[config.mk]
export PLATFORM = sky130hd
export DESIGN_NAME = lib_voq_gen_flat
export DESIGN_NICKNAME = d
export VERILOG_FILES = /design/src/rtl/lib_voq_pkg.sv /design/src/rtl/lib_voq_gen_if.sv /design/src/rtl/lib_voq_chan.sv /design/src/rtl/lib_voq_gen.sv /design/src/flat_wrapper.sv
export SDC_FILE = /design/constraint.sdc
export NUM_CORES = 1
export LEC_CHECK = 0
export BUFFER_PORTS_ARGS = -buffer_cell sky130_fd_sc_hd__buf_2
export CAP_MARGIN = 20
export CELL_PAD_IN_SITES_DETAIL_PLACEMENT = 1
export CELL_PAD_IN_SITES_GLOBAL_PLACEMENT = 2
export CORE_MARGIN = 4
export CORE_UTILIZATION = 50
export DETAILED_ROUTE_END_ITERATION = 10
export GPL_TIMING_DRIVEN = 0
export PLACE_DENSITY_LB_ADDON = 0.1
export SYNTH_ARGS = -nofsm -noshare
export SYNTH_HDL_FRONTEND = slang
export SYNTH_SLANG_ARGS = --single-unit
[constraint.sdc]
create_clock -name clk -period 6.2 [get_ports clk]
set_input_delay 0 -clock clk [delete_from_list [all_inputs] [get_ports clk]]
set_output_delay 0 -clock clk [all_outputs]
set_load 0.02 [all_outputs]
[src/rtl/lib_voq_pkg.sv]
// lib_voq_pkg: shared constants and helpers for the lib_voq_gen virtual output queue.
//   STALL_W    : width of each per-channel stall counter
//   cnt_width  : bits needed to hold an occupancy value of 0..DEPTH
//   is_onehot  : true when exactly one bit of a (zero-extended) vector is set
package lib_voq_pkg;

  localparam int STALL_W = 16;

  function automatic int cnt_width(input int depth);
    return $clog2(depth + 1);
  endfunction

  // Callers zero-extend their vector to 32 bits. Zero-extension does not
  // change how many bits are set.
  function automatic logic is_onehot(input logic [31:0] v);
    return (v != 32'd0) && ((v & (v - 32'd1)) == 32'd0);
  endfunction

endpackage

[src/rtl/lib_voq_gen_if.sv]
// lib_voq_gen_if: upstream/arbiter-facing bus of the VOQ.
//   master : upstream link + arbiter side (drives data, write request, pop select)
//   slave  : the VOQ itself
// Vectors declared [0:M-1] carry channel 0 in their leftmost (MS) bit.
// o_count and o_stall_cnt are flat vectors with channel 0 in the MS field.
interface lib_voq_gen_if
  import lib_voq_pkg::*;
#(
  parameter int M     = 5,
  parameter int DEPTH = 4,
  parameter int WIDTH = 64
);
  localparam int CW = cnt_width(DEPTH);

  logic [WIDTH-1:0]     i_data;
  logic [0:M-1]         i_data_val;
  logic                 o_en;
  logic [WIDTH-1:0]     o_data;
  logic [0:M-1]         o_data_val;
  logic [0:M-1]         i_en;
  logic [M*CW-1:0]      o_count;
  logic [0:M-1]         o_near_full;
  logic [M*STALL_W-1:0] o_stall_cnt;

  modport master (
    output i_data, i_data_val, i_en,
    input  o_en, o_data, o_data_val, o_count, o_near_full, o_stall_cnt
  );

  modport slave (
    input  i_data, i_data_val, i_en,
    output o_en, o_data, o_data_val, o_count, o_near_full, o_stall_cnt
  );
endinterface

[src/rtl/lib_voq_chan.sv]
// lib_voq_chan: one circular first-word-fall-through FIFO channel.
//   clk, reset_n : clock, asynchronous active-low reset
//   ce           : clock enable gating every state update
//   wr, din      : write request and data (refused when full)
//   rd           : pop request (ignored when empty)
//   dout         : head entry, combinational from the read pointer
//   count        : occupancy 0..DEPTH
//   full, empty, near_full : status derived from count only
module lib_voq_chan
  import lib_voq_pkg::*;
#(
  parameter int DEPTH     = 4,
  parameter int WIDTH     = 64,
  parameter int NEAR_FULL = 3
) (
  input  logic                        clk,
  input  logic                        reset_n,
  input  logic                        ce,
  input  logic                        wr,
  input  logic                        rd,
  input  logic [WIDTH-1:0]            din,
  output logic [WIDTH-1:0]            dout,
  output logic [cnt_width(DEPTH)-1:0] count,
  output logic                        full,
  output logic                        empty,
  output logic                        near_full
);
  localparam int CW = cnt_width(DEPTH);
  localparam int PW = $clog2(DEPTH);

  logic [WIDTH-1:0] mem [DEPTH];
  logic [PW-1:0]    wr_ptr_reg;
  logic [PW-1:0]    rd_ptr_reg;
  logic [CW-1:0]    count_reg;
  logic             do_wr;
  logic             do_rd;

  // Fullness is judged before this cycle's pop, so a write racing a pop on a
  // full channel is refused while the pop still happens.
  assign do_wr = ce & wr & ~full;
  assign do_rd = ce & rd & ~empty;

  always_ff @(posedge clk or negedge reset_n) begin
    if (!reset_n) begin
      wr_ptr_reg <= '0;
      rd_ptr_reg <= '0;
      count_reg  <= '0;
    end else begin
      // DEPTH is a power of two, so pointers wrap by natural overflow.
      if (do_wr) wr_ptr_reg <= wr_ptr_reg + PW'(1);
      if (do_rd) rd_ptr_reg <= rd_ptr_reg + PW'(1);
      count_reg <= count_reg + CW'(do_wr) - CW'(do_rd);
    end
  end

  // Storage is not reset; the pointers alone define what is valid.
  always_ff @(posedge clk) begin
    if (do_wr) mem[wr_ptr_reg] <= din;
  end

  assign dout      = mem[rd_ptr_reg];
  assign count     = count_reg;
  assign full      = (count_reg == CW'(DEPTH));
  assign empty     = (count_reg == '0);
  assign near_full = (count_reg >= CW'(NEAR_FULL));

endmodule

[src/rtl/lib_voq_gen.sv]
// lib_voq_gen: M-channel virtual output queue between an upstream link and
// the switch arbiter of a router input port.
//   clk, reset_n : clock, asynchronous active-low reset
//   ce           : clock enable; o_en is forced low while ce=0
//   bus (slave)  : i_data/i_data_val write side, o_en upstream enable,
//                  i_en pop select, o_data head of the selected channel,
//                  o_data_val/o_count/o_near_full per-channel status,
//                  o_stall_cnt per-channel refused-write counters
// Optional feature macro: LIB_VOQ_STALL_CNT_EN enables the saturating stall
// counters; without it o_stall_cnt is tied to zero.
module lib_voq_gen
  import lib_voq_pkg::*;
#(
  parameter int M         = 5,
  parameter int DEPTH     = 4,
  parameter int WIDTH     = 64,
  parameter int NEAR_FULL = 3
) (
  input  logic          clk,
  input  logic          reset_n,
  input  logic          ce,
  lib_voq_gen_if.slave  bus
);
  localparam int CW = cnt_width(DEPTH);

  logic                 wr_ok;
  logic                 rd_ok;
  logic [0:M-1]         wr_vec;
  logic [0:M-1]         rd_vec;
  logic [0:M-1]         full_vec;
  logic [0:M-1]         empty_vec;
  logic [0:M-1]         near_full_vec;
  logic [WIDTH-1:0]     dout [M];
  logic [M*CW-1:0]      count_flat;
  logic [M*STALL_W-1:0] stall_flat;
  logic [WIDTH-1:0]     data_mux;

  // Zero or multi-hot vectors behave as "no request".
  assign wr_ok  = is_onehot(32'(bus.i_data_val));
  assign rd_ok  = is_onehot(32'(bus.i_en));
  // reset_n in the write gate keeps a write from landing while reset is held.
  assign wr_vec = (wr_ok && reset_n) ? bus.i_data_val : '0;
  assign rd_vec = rd_ok ? bus.i_en : '0;

  assign bus.o_en = reset_n & ce & wr_ok & (|(bus.i_data_val & ~full_vec));

  for (genvar gi = 0; gi < M; gi++) begin : g_chan
    lib_voq_chan #(
      .DEPTH     (DEPTH),
      .WIDTH     (WIDTH),
      .NEAR_FULL (NEAR_FULL)
    ) u_chan (
      .clk       (clk),
      .reset_n   (reset_n),
      .ce        (ce),
      .wr        (wr_vec[gi]),
      .rd        (rd_vec[gi]),
      .din       (bus.i_data),
      .dout      (dout[gi]),
      .count     (count_flat[(M-1-gi)*CW +: CW]),
      .full      (full_vec[gi]),
      .empty     (empty_vec[gi]),
      .near_full (near_full_vec[gi])
    );
  end

  // Output mux; with no valid select the bus is driven to zero.
  always_comb begin
    data_mux = '0;
    for (int i = 0; i < M; i++) begin
      if (rd_vec[i]) data_mux = dout[i];
    end
  end

`ifdef LIB_VOQ_STALL_CNT_EN
  for (genvar gi = 0; gi < M; gi++) begin : g_stall
    logic [STALL_W-1:0] stall_reg;
    always_ff @(posedge clk or negedge reset_n) begin
      if (!reset_n) begin
        stall_reg <= '0;
      end else if (ce && wr_vec[gi] && full_vec[gi] && (stall_reg != '1)) begin
        stall_reg <= stall_reg + STALL_W'(1);
      end
    end
    assign stall_flat[(M-1-gi)*STALL_W +: STALL_W] = stall_reg;
  end
`else
  assign stall_flat = '0;
`endif

  assign bus.o_data      = data_mux;
  assign bus.o_data_val  = ~empty_vec;
  assign bus.o_count     = count_flat;
  assign bus.o_near_full = near_full_vec;
  assign bus.o_stall_cnt = stall_flat;

endmodule

[src/flat_wrapper.sv]
// flat-port wrapper written by rule: the top's interface ports become plain ports
module lib_voq_gen_flat import lib_voq_pkg::*;
#(
  parameter int M         = 5,
  parameter int DEPTH     = 4,
  parameter int WIDTH     = 64,
  parameter int NEAR_FULL = 3
)
  (clk, reset_n, ce, bus_i_data, bus_i_data_val, bus_i_en, bus_o_en, bus_o_data, bus_o_data_val, bus_o_count, bus_o_near_full, bus_o_stall_cnt);
  lib_voq_gen_if #(.M(M), .DEPTH(DEPTH), .WIDTH(WIDTH)) bus_i ();
  input  logic clk;
  input  logic reset_n;
  input  logic ce;
  input wire logic [$bits(bus_i.i_data)-1:0] bus_i_data;
  input wire logic [$bits(bus_i.i_data_val)-1:0] bus_i_data_val;
  input wire logic [$bits(bus_i.i_en)-1:0] bus_i_en;
  output wire logic [$bits(bus_i.o_en)-1:0] bus_o_en;
  output wire logic [$bits(bus_i.o_data)-1:0] bus_o_data;
  output wire logic [$bits(bus_i.o_data_val)-1:0] bus_o_data_val;
  output wire logic [$bits(bus_i.o_count)-1:0] bus_o_count;
  output wire logic [$bits(bus_i.o_near_full)-1:0] bus_o_near_full;
  output wire logic [$bits(bus_i.o_stall_cnt)-1:0] bus_o_stall_cnt;
  assign bus_i.i_data = bus_i_data;
  assign bus_i.i_data_val = bus_i_data_val;
  assign bus_i.i_en = bus_i_en;
  assign bus_o_en = bus_i.o_en;
  assign bus_o_data = bus_i.o_data;
  assign bus_o_data_val = bus_i.o_data_val;
  assign bus_o_count = bus_i.o_count;
  assign bus_o_near_full = bus_i.o_near_full;
  assign bus_o_stall_cnt = bus_i.o_stall_cnt;
  lib_voq_gen #(.M(M), .DEPTH(DEPTH), .WIDTH(WIDTH), .NEAR_FULL(NEAR_FULL)) u_core (.clk(clk), .reset_n(reset_n), .ce(ce), .bus(bus_i));
endmodule
---- After elaboration in Yosys (flattened, before gate mapping) ----
Memory sizes are Yosys's and may differ from the RTL's.
Cells that the tools add are included.
word-level totals
  register bits ........................... 35
  memory bits (writable) .................. 1280
  memories kept ........................... 5
memories
  memory                       words  width  rd ports  clocked after memory_dff  write ports  line                text
  u_core.g_chan[0].u_chan.mem  4      64     1         0                         1            lib_voq_chan.sv:31  logic [WIDTH-1:0] mem [DEPTH];
  u_core.g_chan[1].u_chan.mem  4      64     1         0                         1            lib_voq_chan.sv:31
  u_core.g_chan[2].u_chan.mem  4      64     1         0                         1            lib_voq_chan.sv:31
  u_core.g_chan[3].u_chan.mem  4      64     1         0                         1            lib_voq_chan.sv:31
  u_core.g_chan[4].u_chan.mem  4      64     1         0                         1            lib_voq_chan.sv:31
operators by class
  $add $sub $neg .......................... 22
  order comparisons ....................... 5
  equality and inequality tests ........... 5
  muxes and demuxes ....................... 17
  bitwise logic cells ..................... 38
  reductions and logical operators ........ 13
operators by type and width
  kind                   count
  $mux W64               5
  $and A5 B32 Y32        2
  $logic_not A32 Y1      2
  $and A1 B1 Y1          23
  $add A2 B1 Y2 const B  10
  $add A3 B1 Y3          5
  $eq A3 B3 Y1 const B   5
  $ge A3 B2 Y1 const B   5
  $logic_not A3 Y1       5
  $sub A3 B1 Y3          5
  $sub A5 B1 Y6 const B  2
  $mux W1                10
  $mux W5                2
  $not A1 Y1             10
  $not A5 Y5             2
  $reduce_bool A5 Y1     2
  $and A5 B5 Y5          1
  $reduce_or A5 Y1       1
  $logic_and A1 B1 Y1    3

---- Longest topological paths before layout ----
Gate-level depths: netlist of run 1.
  word-level depth ........................ 10
  mapped depth ............................ 10
  mapped depth without buffers ............ 9

---- Modules after synthesis ----
A second synthesis of run 1 with hierarchy kept.
unflattened totals
  cell total of the unflattened synthesis .. 2445
  area, all modules ....................... 51833.5 um^2
modules (own cells, without submodules)
  module        times used  cells each  area each (um^2)  sequential area each (um^2)
  lib_voq_chan  5           373         9661.8            7862.5
  lib_voq_gen   1           580         3524.6            0.0

---- Worst setup path after synthesis of run 1 ----
Ideal clock, no wire load.
  path type ............................... input to register
  from .................................... in bus_i_data_val[1]
  to ...................................... mem u_core.g_chan[2].u_chan.mem[0][0], enable pin
  arrival time ............................ 2.582 ns
  data required time ...................... 5.771 ns
  path slack .............................. 3.189 ns
  stages .................................. 4
  path buffers ............................ 1
  cells stage by stage .................... buf_4 > or4_4 > nor3_2 > and2_1
between the ends
  word-level cells in the longest chain between the ends .. 10
ends and longest elaborated chain
  element                          line                text
  start, declared                  flat_wrapper.sv:15  input wire logic [$bits(bus_i.i_data_val)-1:0] bus_i_data_val;
  $sub A5 B1 Y6                    lib_voq_pkg.sv:16   return (v != 32'd0) && ((v & (v - 32'd1)) == 32'd0);
  $and A5 B32 Y32                  lib_voq_pkg.sv:16
  $logic_not A32 Y1                lib_voq_pkg.sv:16
  $logic_and A1 B1 Y1 *            lib_voq_pkg.sv:16
  $logic_and A1 B1 Y1 *            lib_voq_gen.sv:42   assign wr_vec = (wr_ok && reset_n) ? bus.i_data_val : '0;
  $mux W5 *                        lib_voq_gen.sv:42
  $and A1 B1 Y1 * (2 in a row)     lib_voq_chan.sv:40  assign do_wr = ce & wr & ~full;
  $mux W1 *                        lib_voq_chan.sv:58  if (do_wr) mem[wr_ptr_reg] <= din;
  $mux W1 (implied by the code) *  lib_voq_chan.sv:58
  end, declared                    lib_voq_chan.sv:31
Every way passes the cells marked *; elsewhere a longest branch is shown, timed or not.

---- Worst setup path after layout of run 1 ----
  from .................................... reg u_core.g_chan[4].u_chan.rd_ptr_reg[1]
  to ...................................... out bus_o_data[33]
between the ends
  word-level cells in the longest chain between the ends .. 2
ends and longest elaborated chain
  element                 line                text
  start, declared         lib_voq_chan.sv:33  logic [PW-1:0] rd_ptr_reg;
  start signal, assigned  lib_voq_chan.sv:51  if (do_rd) rd_ptr_reg <= rd_ptr_reg + PW'(1);
  $mem_v2 Z4 W64          -
  $mux W64                lib_voq_gen.sv:71   if (rd_vec[i]) data_mux = dout[i];
  end, declared           flat_wrapper.sv:18  output wire logic [$bits(bus_i.o_data)-1:0] bus_o_data;
No other way between the ends.

==> implementation parameters, run 1 <==
Parameter                              Value

Timing
  Clock skew ... 0.0235 ns
  Unrepaired setup endpoints after global routing ... no
  Final setup violation count ... 0
  Final slew viol count ... 0
  Worst slew margin ... 0.328
  Final setup margin ... 2.26 ns
  Final critical delay including setup and external delays ... 3.94 ns
  Slew of the pin with the lowest slew margin ... 1.01 ns
  Hold violation total from the final report ... 0
  Final setup TNS ... 0 ns
  Final worst path period share ... 0.636
  Max Freq ... 0.254 GHz
  Final hold slack ... 0.0561 ns

Yosys
  Post-Syn Instances ... 2277
  Fraction of registers with async set or reset after synthesis ... 0.0266
  Synth cell types ... 40
  Netlist Area Pre-Place ... 50800 µm²
  Ranking of synthesized cells by area ... sky130_fd_sc_hd__edfxtp_1, sky130_fd_sc_hd__mux4_2, sky130_fd_sc_hd__dfrtp_1, sky130_fd_sc_hd__buf_4, sky130_fd_sc_hd__a211oi_1
  Top-count cell post-synth ... sky130_fd_sc_hd__edfxtp_1
  Proportion of synthesized chip area in sequential cells ... 0.774
  Cell type with the highest aggregate area in the netlist ... sky130_fd_sc_hd__edfxtp_1
  Synth warnings ... 0
  List of most frequent post-synthesis cells ... sky130_fd_sc_hd__edfxtp_1, sky130_fd_sc_hd__mux4_2, sky130_fd_sc_hd__buf_4
  Number of flip-flops and latches in the synthesized netlist ... 1315
  Yosys top cell area share ... 0.757
  Syn_area_per_cell ... 22.3 µm²
  Post-synth top flop ... sky130_fd_sc_hd__edfxtp_1
  Number of synthesized flops with an enable pin ... 1280

Critical path
  Largest fanout of any net on the critical path ... 10
  Worst Path Buf+Inv ... 3
  Critical-path cell list ... buf_2 -> clkbuf_1 -> mux4_2 -> o22ai_1 -> a211oi_1 -> buf_2
  CP dominant cell by count ... sky130_fd_sc_hd__buf_2
  Critical path startpoint category ... flop
  Delay contributed by the slowest stage of the critical path ... 0.81 ns
  Worst Path Required ... 6.20 ns
  Reg-to-reg startpoint ... u_core.g_chan[3].u_chan.count[2]
  CP delay by family, top ... buffers and inverters
  Reg2Reg Capture Point ... u_core.g_chan[3].u_chan.mem[3][20]
  Startpoint of the most critical setup path ... u_core.g_chan[4].u_chan.rd_ptr_reg[1]
  Arrival time of the worst setup path ... 3.94 ns
  R2r setup slk ... 3.74 ns
  Depth of the worst register-to-register path ... 5
  Critical path capture point type ... primary output
  Slowest stage cell on the critical path ... sky130_fd_sc_hd__clkbuf_1
  Setup Crit Path Kind ... flop to primary output

Die
  Overall die height ... 327 µm
  Area of the die ... 107000 µm²
  Count of pins on the block boundary ... 247
  Std-Cell Rows ... 116
  Starting density of the core ... 0.506
  Die width ... 327 µm
  Standard cell core area ... 100000 µm²

Global routing
  Pin count of the biggest net entering global routing ... 48
  First-pass GRT wire length ... 186000 µm
  Overflow left after global routing ... 0
  Global-route usage over all layers ... 0.242
  Number of antenna violations at the first check in global routing ... 6
  Via count of the first global-routing pass ... 27195

Place
  Pre-CTS setup slack ... 2.83 ns
  Post-detail-place hpwl ... 76600 µm
  Routability congestion estimate ... 0.729
  Count of input and output buffers ... 163

Clock network
  Clock Sink Count ... 1315
  Clk_lat worst skew ... 0.74 ns
  Setup Fix Bufs, Post-CTS ... 0
  Post-cts gate resize count ... 0
  Number of buffers added by the clock tree synthesis step ... 136
  Worst-path clk slew ... 0.06 ns
  Clock tree from TritonCTS ... built
  Number of buffers inserted by hold repair at cts ... 79
  Master cell of the clock root buffer ... sky130_fd_sc_hd__clkbuf_16
  Buffers from clock root to sink, at most ... 3
  H-tree depth ... 4

Routing
  Final WL ... 127000 µm
  Vias per Instance ... 5.89
  Post-DR wirelength/cell ... 30.1 µm
  Number of design rule violations left after detail routing ... 0
  Antenna-violating nets left ... 0
  Routed via count ... 24889
  Number of iterations in the first detailed-routing pass ... 5
  Iteration-0 DRC count of the detailed router ... 2320

Worst hold path
  Launch instance of the worst min-delay path ... bus_i_en[3]
  Min-Delay Path Class ... primary input to flop
  Number of cells on the worst hold path ... 5
  End point of the most critical hold path ... u_core.g_chan[0].u_chan.rd_ptr_reg[1]

Finish
  Post-route core utilization ... 0.591
  Area taken by multi-input logic gates ... 10500 µm²
  Combined flip-flop and latch cell area ... 39300 µm²
  Flip-flop count of the largest register after layout ... 1280
  Number of inserted filler cells in the final layout ... 8495
  Total Nets Final ... 2877
  Layout cell share with drive strength beyond 1 ... 0.302
  Area growth, synth to finish ... 16.9%

Power
  Total design power ... 22.3 mW
  Lkg Pwr ... 19.4 nW
  Highest ir drop seen on vdd ... 0.254 mV
  Areal power density over the cells ... 375 nW/µm²

Run status
  Result of the run ... completed

Job
  Max Cap Viol ... 0
[worst max-delay path by stage]
stage	slack [ns]	cells past startpoint	to
after global routing	2.20	6	bus_o_data[33]
after global placement	0.43	5	u_core.g_chan[3].u_chan.mem[0][26]
after detailed placement	2.83	6	u_core.g_chan[4].u_chan.mem[1][22]
final	2.26	6	bus_o_data[33]
after CTS	2.33	6	bus_o_data[33]
after floorplan	3.19	4	u_core.g_chan[2].u_chan.mem[0][0]
[layer usage]
| layer | share of wire | GRT usage |
|---|---|---|
| met1 | 0.41 | 0.332 |
| met2 | 0.51 | 0.406 |
| met3 | 0.065 | 0.0470 |
| met4 | 0.020 | 0.0597 |
| met5 | 0.00032 | 0 |
[power breakdown]
group          switching (mW)  internal, mW
combinational            2.34          2.04
clock                    3.31          4.57
sequential              0.129          9.88
total                    5.78          16.5
[cells in the final DEF, fill, tap and decap left out, types with 4 or more instances in the layout]
cell and instances:
sky130_fd_sc_hd__o22ai_1 64, sky130_fd_sc_hd__xnor2_1 12, sky130_fd_sc_hd__xor2_1 11, sky130_fd_sc_hd__a22oi_1 64, sky130_fd_sc_hd__conb_1 80, sky130_fd_sc_hd__fa_1 5, sky130_fd_sc_hd__bufinv_16 9, sky130_fd_sc_hd__buf_2 206
sky130_fd_sc_hd__nor2_1 67, sky130_fd_sc_hd__buf_16 18, sky130_fd_sc_hd__and3_1 5, sky130_fd_sc_hd__and2_4 20, sky130_fd_sc_hd__inv_6 6, sky130_fd_sc_hd__nand2_1 10, sky130_fd_sc_hd__dlygate4sd3_1 78, sky130_fd_sc_hd__clkinv_2 21
sky130_fd_sc_hd__edfxtp_1 1280, sky130_fd_sc_hd__clkinv_1 38, sky130_fd_sc_hd__mux4_2 320, sky130_fd_sc_hd__or3_1 6, sky130_fd_sc_hd__buf_4 95, sky130_fd_sc_hd__inv_1 37, sky130_fd_sc_hd__clkbuf_1 77, sky130_fd_sc_hd__buf_12 5
sky130_fd_sc_hd__buf_6 4, sky130_fd_sc_hd__buf_1 7, sky130_fd_sc_hd__o21ai_0 7, sky130_fd_sc_hd__o31ai_1 5, sky130_fd_sc_hd__a211oi_1 64, sky130_fd_sc_hd__dfrtp_1 35, sky130_fd_sc_hd__clkbuf_16 142, sky130_fd_sc_hd__ha_1 35
[area by class of cell]
cell class,instances,area share
diodes,1,0.0000421
plain buffers,200,0.0201
clock buffers,169,0.0617
clock inverters,80,0.0108
inverters,37,0.00234
multi-input cells,804,0.177
flip-flops and latches,1315,0.662
well taps,1357,0.0286
repair buffers,266,0.0374
[worst reg2reg max path, stage by stage (launching register included)]
cell	delay [ns]
sky130_fd_sc_hd__dfrtp_1	0.39
sky130_fd_sc_hd__inv_1	0.11
sky130_fd_sc_hd__o31ai_1	0.12
sky130_fd_sc_hd__nor4_4	0.47
sky130_fd_sc_hd__and2_4	0.56
sky130_fd_sc_hd__buf_16	0.35
[cells by family after synthesis]
kind of cell,count (synthesis),share of synthesized area
xor+xnor,23,0.00397
simple gates,129,0.0135
mux,325,0.143
other cells,1,0.0000738
flops,1315,0.774
buf+inv,237,0.0262
compound gates,207,0.0287
fa+ha+maj,40,0.0106
[per-stage QoR]
step           instances  cell area, µm²
2_1_floorplan       2356           51100
3_3_place_gp        3876           53600
3_5_place_dp        3900           54300
4_1_cts             4228           59400
5_1_grt             4229           59400
6_report            4229           59400
No activity file was read; power rests on OpenSTA's default activity.
==> inputs of run 2 (changes only) <==
- CORE_UTILIZATION: 50 -> 44
- clock period: 6.2 -> 3.6 ns (I/O delays scaled with it)
==> implementation parameters, run 2 (same netlist as run 1, synthesis figures left out) <==
Parameter                              Value

Timing
  Final worst path period share ... 0.978
  Unrepaired setup endpoints after global routing ... no
  Final critical delay including setup and external delays ... 3.52 ns
  Slew of the pin with the lowest slew margin ... 0.983 ns
  Clock skew ... 0.0210 ns
  Final hold slack ... 0.191 ns
  Worst slew margin ... 0.345
  Max Freq ... 0.284 GHz
  Final slew viol count ... 0
  Hold violation total from the final report ... 0
  Final setup violation count ... 0

Power
  Switching component of the power ... 10.2 mW
  Highest ir drop seen on vdd ... 0.446 mV
  Clock network fraction of total power ... 0.360
  Comb power frac ... 0.196
  Switch share ... 0.262
  Areal power density over the cells ... 649 nW/µm²
  Internal power ... 28.6 mW
  Sequential fraction of design power ... 0.444
  Lkg Pwr ... 19.5 nW

Finish
  Area growth, synth to finish ... 17.7%
  Layout cell share with drive strength beyond 1 ... 0.308
  Total Nets Final ... 2885
  Most common cell after layout, fill and taps aside ... sky130_fd_sc_hd__edfxtp_1
  Non-filler instance count after layout ... 4390
  Most used cells in the layout excluding fill and tap cells ... sky130_fd_sc_hd__edfxtp_1, sky130_fd_sc_hd__mux4_2, sky130_fd_sc_hd__buf_2, sky130_fd_sc_hd__clkbuf_16, sky130_fd_sc_hd__buf_4
  Flip-flop count of the largest register after layout ... 1280
  Post-Layout Inst Area ... 59800 µm²
  Post-route core utilization ... 0.522

Routing
  Post-DR wirelength/cell ... 29.4 µm
  Number of design rule violations left after detail routing ... 0
  Routed via count ... 24637
  Iteration-0 DRC count of the detailed router ... 2421
  Vias per Instance ... 5.61
  Antenna-violating nets left ... 0
  Final WL ... 129000 µm
  Number of iterations in the first detailed-routing pass ... 5

Place
  Routability congestion estimate ... 0.731
  Placed Cells incl. Taps ... 4054
  Count of input and output buffers ... 163
  Post-place instance area ... 54500 µm²
  Post-detail-place hpwl ... 77500 µm

Critical path
  CP dominant cell by count ... sky130_fd_sc_hd__buf_2
  Critical-path cell list ... buf_2 -> clkdlybuf4s15_1 -> mux4_2 -> o22ai_1 -> a211oi_2 -> buf_2
  Critical path startpoint category ... flop
  Setup Crit Path Kind ... flop to primary output
  Critical path capture point type ... primary output
  Largest fanout of any net on the critical path ... 10
  Worst Path Buf+Inv ... 3
  Delay contributed by the slowest stage of the critical path ... 0.76 ns
  Worst Path Required ... 3.60 ns
  R2r setup slk ... 1.03 ns
  CP delay by family, top ... buffers and inverters
  Slowest stage cell on the critical path ... sky130_fd_sc_hd__clkdlybuf4s15_1
  Arrival time of the worst setup path ... 3.52 ns

Clock network
  H-tree depth ... 4
  Number of buffers added by the clock tree synthesis step ... 141
  Master cell of the clock root buffer ... sky130_fd_sc_hd__clkbuf_16
  Clock tree from TritonCTS ... built
  Clk_lat worst skew ... 0.74 ns
  Worst-path clk slew ... 0.06 ns
  Buffers from clock root to sink, at most ... 3
  Clock Sink Count ... 1315

Die
  Std-Cell Rows ... 124
  Area of the die ... 121000 µm²
  Count of pins on the block boundary ... 247
  Overall die height ... 348 µm
  Die width ... 348 µm
  Starting density of the core ... 0.444
  Standard cell core area ... 115000 µm²

Global routing
  Overflow left after global routing ... 0
  Number of antenna violations at the first check in global routing ... 10
  Global-route usage over all layers ... 0.216
  First-pass GRT wire length ... 188000 µm
  Via count of the first global-routing pass ... 26987
  Pin count of the biggest net entering global routing ... 43

Worst hold path
  Min-Delay Path Class ... primary input to flop

Run status
  Result of the run ... completed

Job
  Max Cap Viol ... 0
==> run 2: final timing paths <==
path,startpoint,to,cells past startpoint
worst max-delay path,u_core.g_chan[4].u_chan.rd_ptr_reg[1],bus_o_data[61],6
worst min-delay path,bus_i_en[2],u_core.g_chan[4].u_chan.rd_ptr_reg[0],5
worst max register to register,u_core.g_chan[1].u_chan.count[2],u_core.g_chan[1].u_chan.mem[1][26],5
worst min register to register,u_core.g_chan[4].u_chan.wr_ptr_reg[1],u_core.g_chan[4].u_chan.wr_ptr_reg[1],1
max in group asynchronous,reset_n,u_core.g_chan[4].u_chan.rd_ptr_reg[0],4
min in group asynchronous,reset_n,u_core.g_chan[3].u_chan.count[2],4
==> run 2: area by class of cell <==
| class | count | area [µm²] |
|---|---|---|
| diodes | 4 | 10.0 |
| plain buffers | 200 | 1210 |
| clock buffers | 177 | 3770 |
| clock inverters | 72 | 687 |
| fillers | 10062 | 54700 |
| inverters | 37 | 139 |
| multi-input cells | 804 | 10500 |
| flip-flops and latches | 1315 | 39300 |
| well taps | 1512 | 1890 |
| repair buffers | 269 | 2260 |
==> run 2: worst reg2reg max path, delay by kind of cell (launching register included) <==
kind | cells | cell delay (ns)
and+or+nand+nor | 2 | 1.24
buffers and inverters | 2 | 0.44
DFF | 1 | 0.42
AOI/OAI and AO/OA | 1 | 0.13
==> run 2: power groups by stage <==
| stage | Combinational, mW | Clock (mW) | Sequential (mW) |
|---|---|---|---|
| 5_1_grt | 8.21 | 15.1 | 17.2 |
| 3_3_place_gp | 7.49 | 0 | 17.5 |
| 6_report | 7.61 | 14.0 | 17.2 |
| 3_5_place_dp | 7.69 | 0 | 17.5 |
| 4_1_cts | 7.79 | 14.3 | 17.2 |
| 2_1_floorplan | 5.25 | 0 | 17.6 |
==> run 2: through the flow <==
step | TNS (ns) | setup slack, ns | power, mW
after floorplan | 0 | 0.589 | 22.8
after global placement | -2694.08 | -2.30 | 25.0
after detailed placement | 0 | 0.237 | 25.2
after CTS | 0 | 0.0115 | 39.3
after global routing | 0 | 0.0238 | 40.5
final | 0 | 0.0782 | 38.8
==> run 2: what timing repair did <==
| action | 4_1_cts | 5_1_grt |
|---|---|---|
| buffers inserted | 0 | 0 |
| gates resized for setup | 11 | 1 |
| endpoints found under the setup margin | 6 | 1 |
| endpoints found under the hold margin | 1339 | 0 |
| hold buffers | 82 | 0 |
==> run 2: routing by layer <==
metal / wire, µm / vias up / global-route usage
li1: - / 10426 / -
met1: 55000 / 13335 / 0.299
met2: 64800 / 718 / 0.363
met3: 7100 / 154 / 0.0383
met4: 2240 / 4 / 0.0499
met5: 23 / - / 0
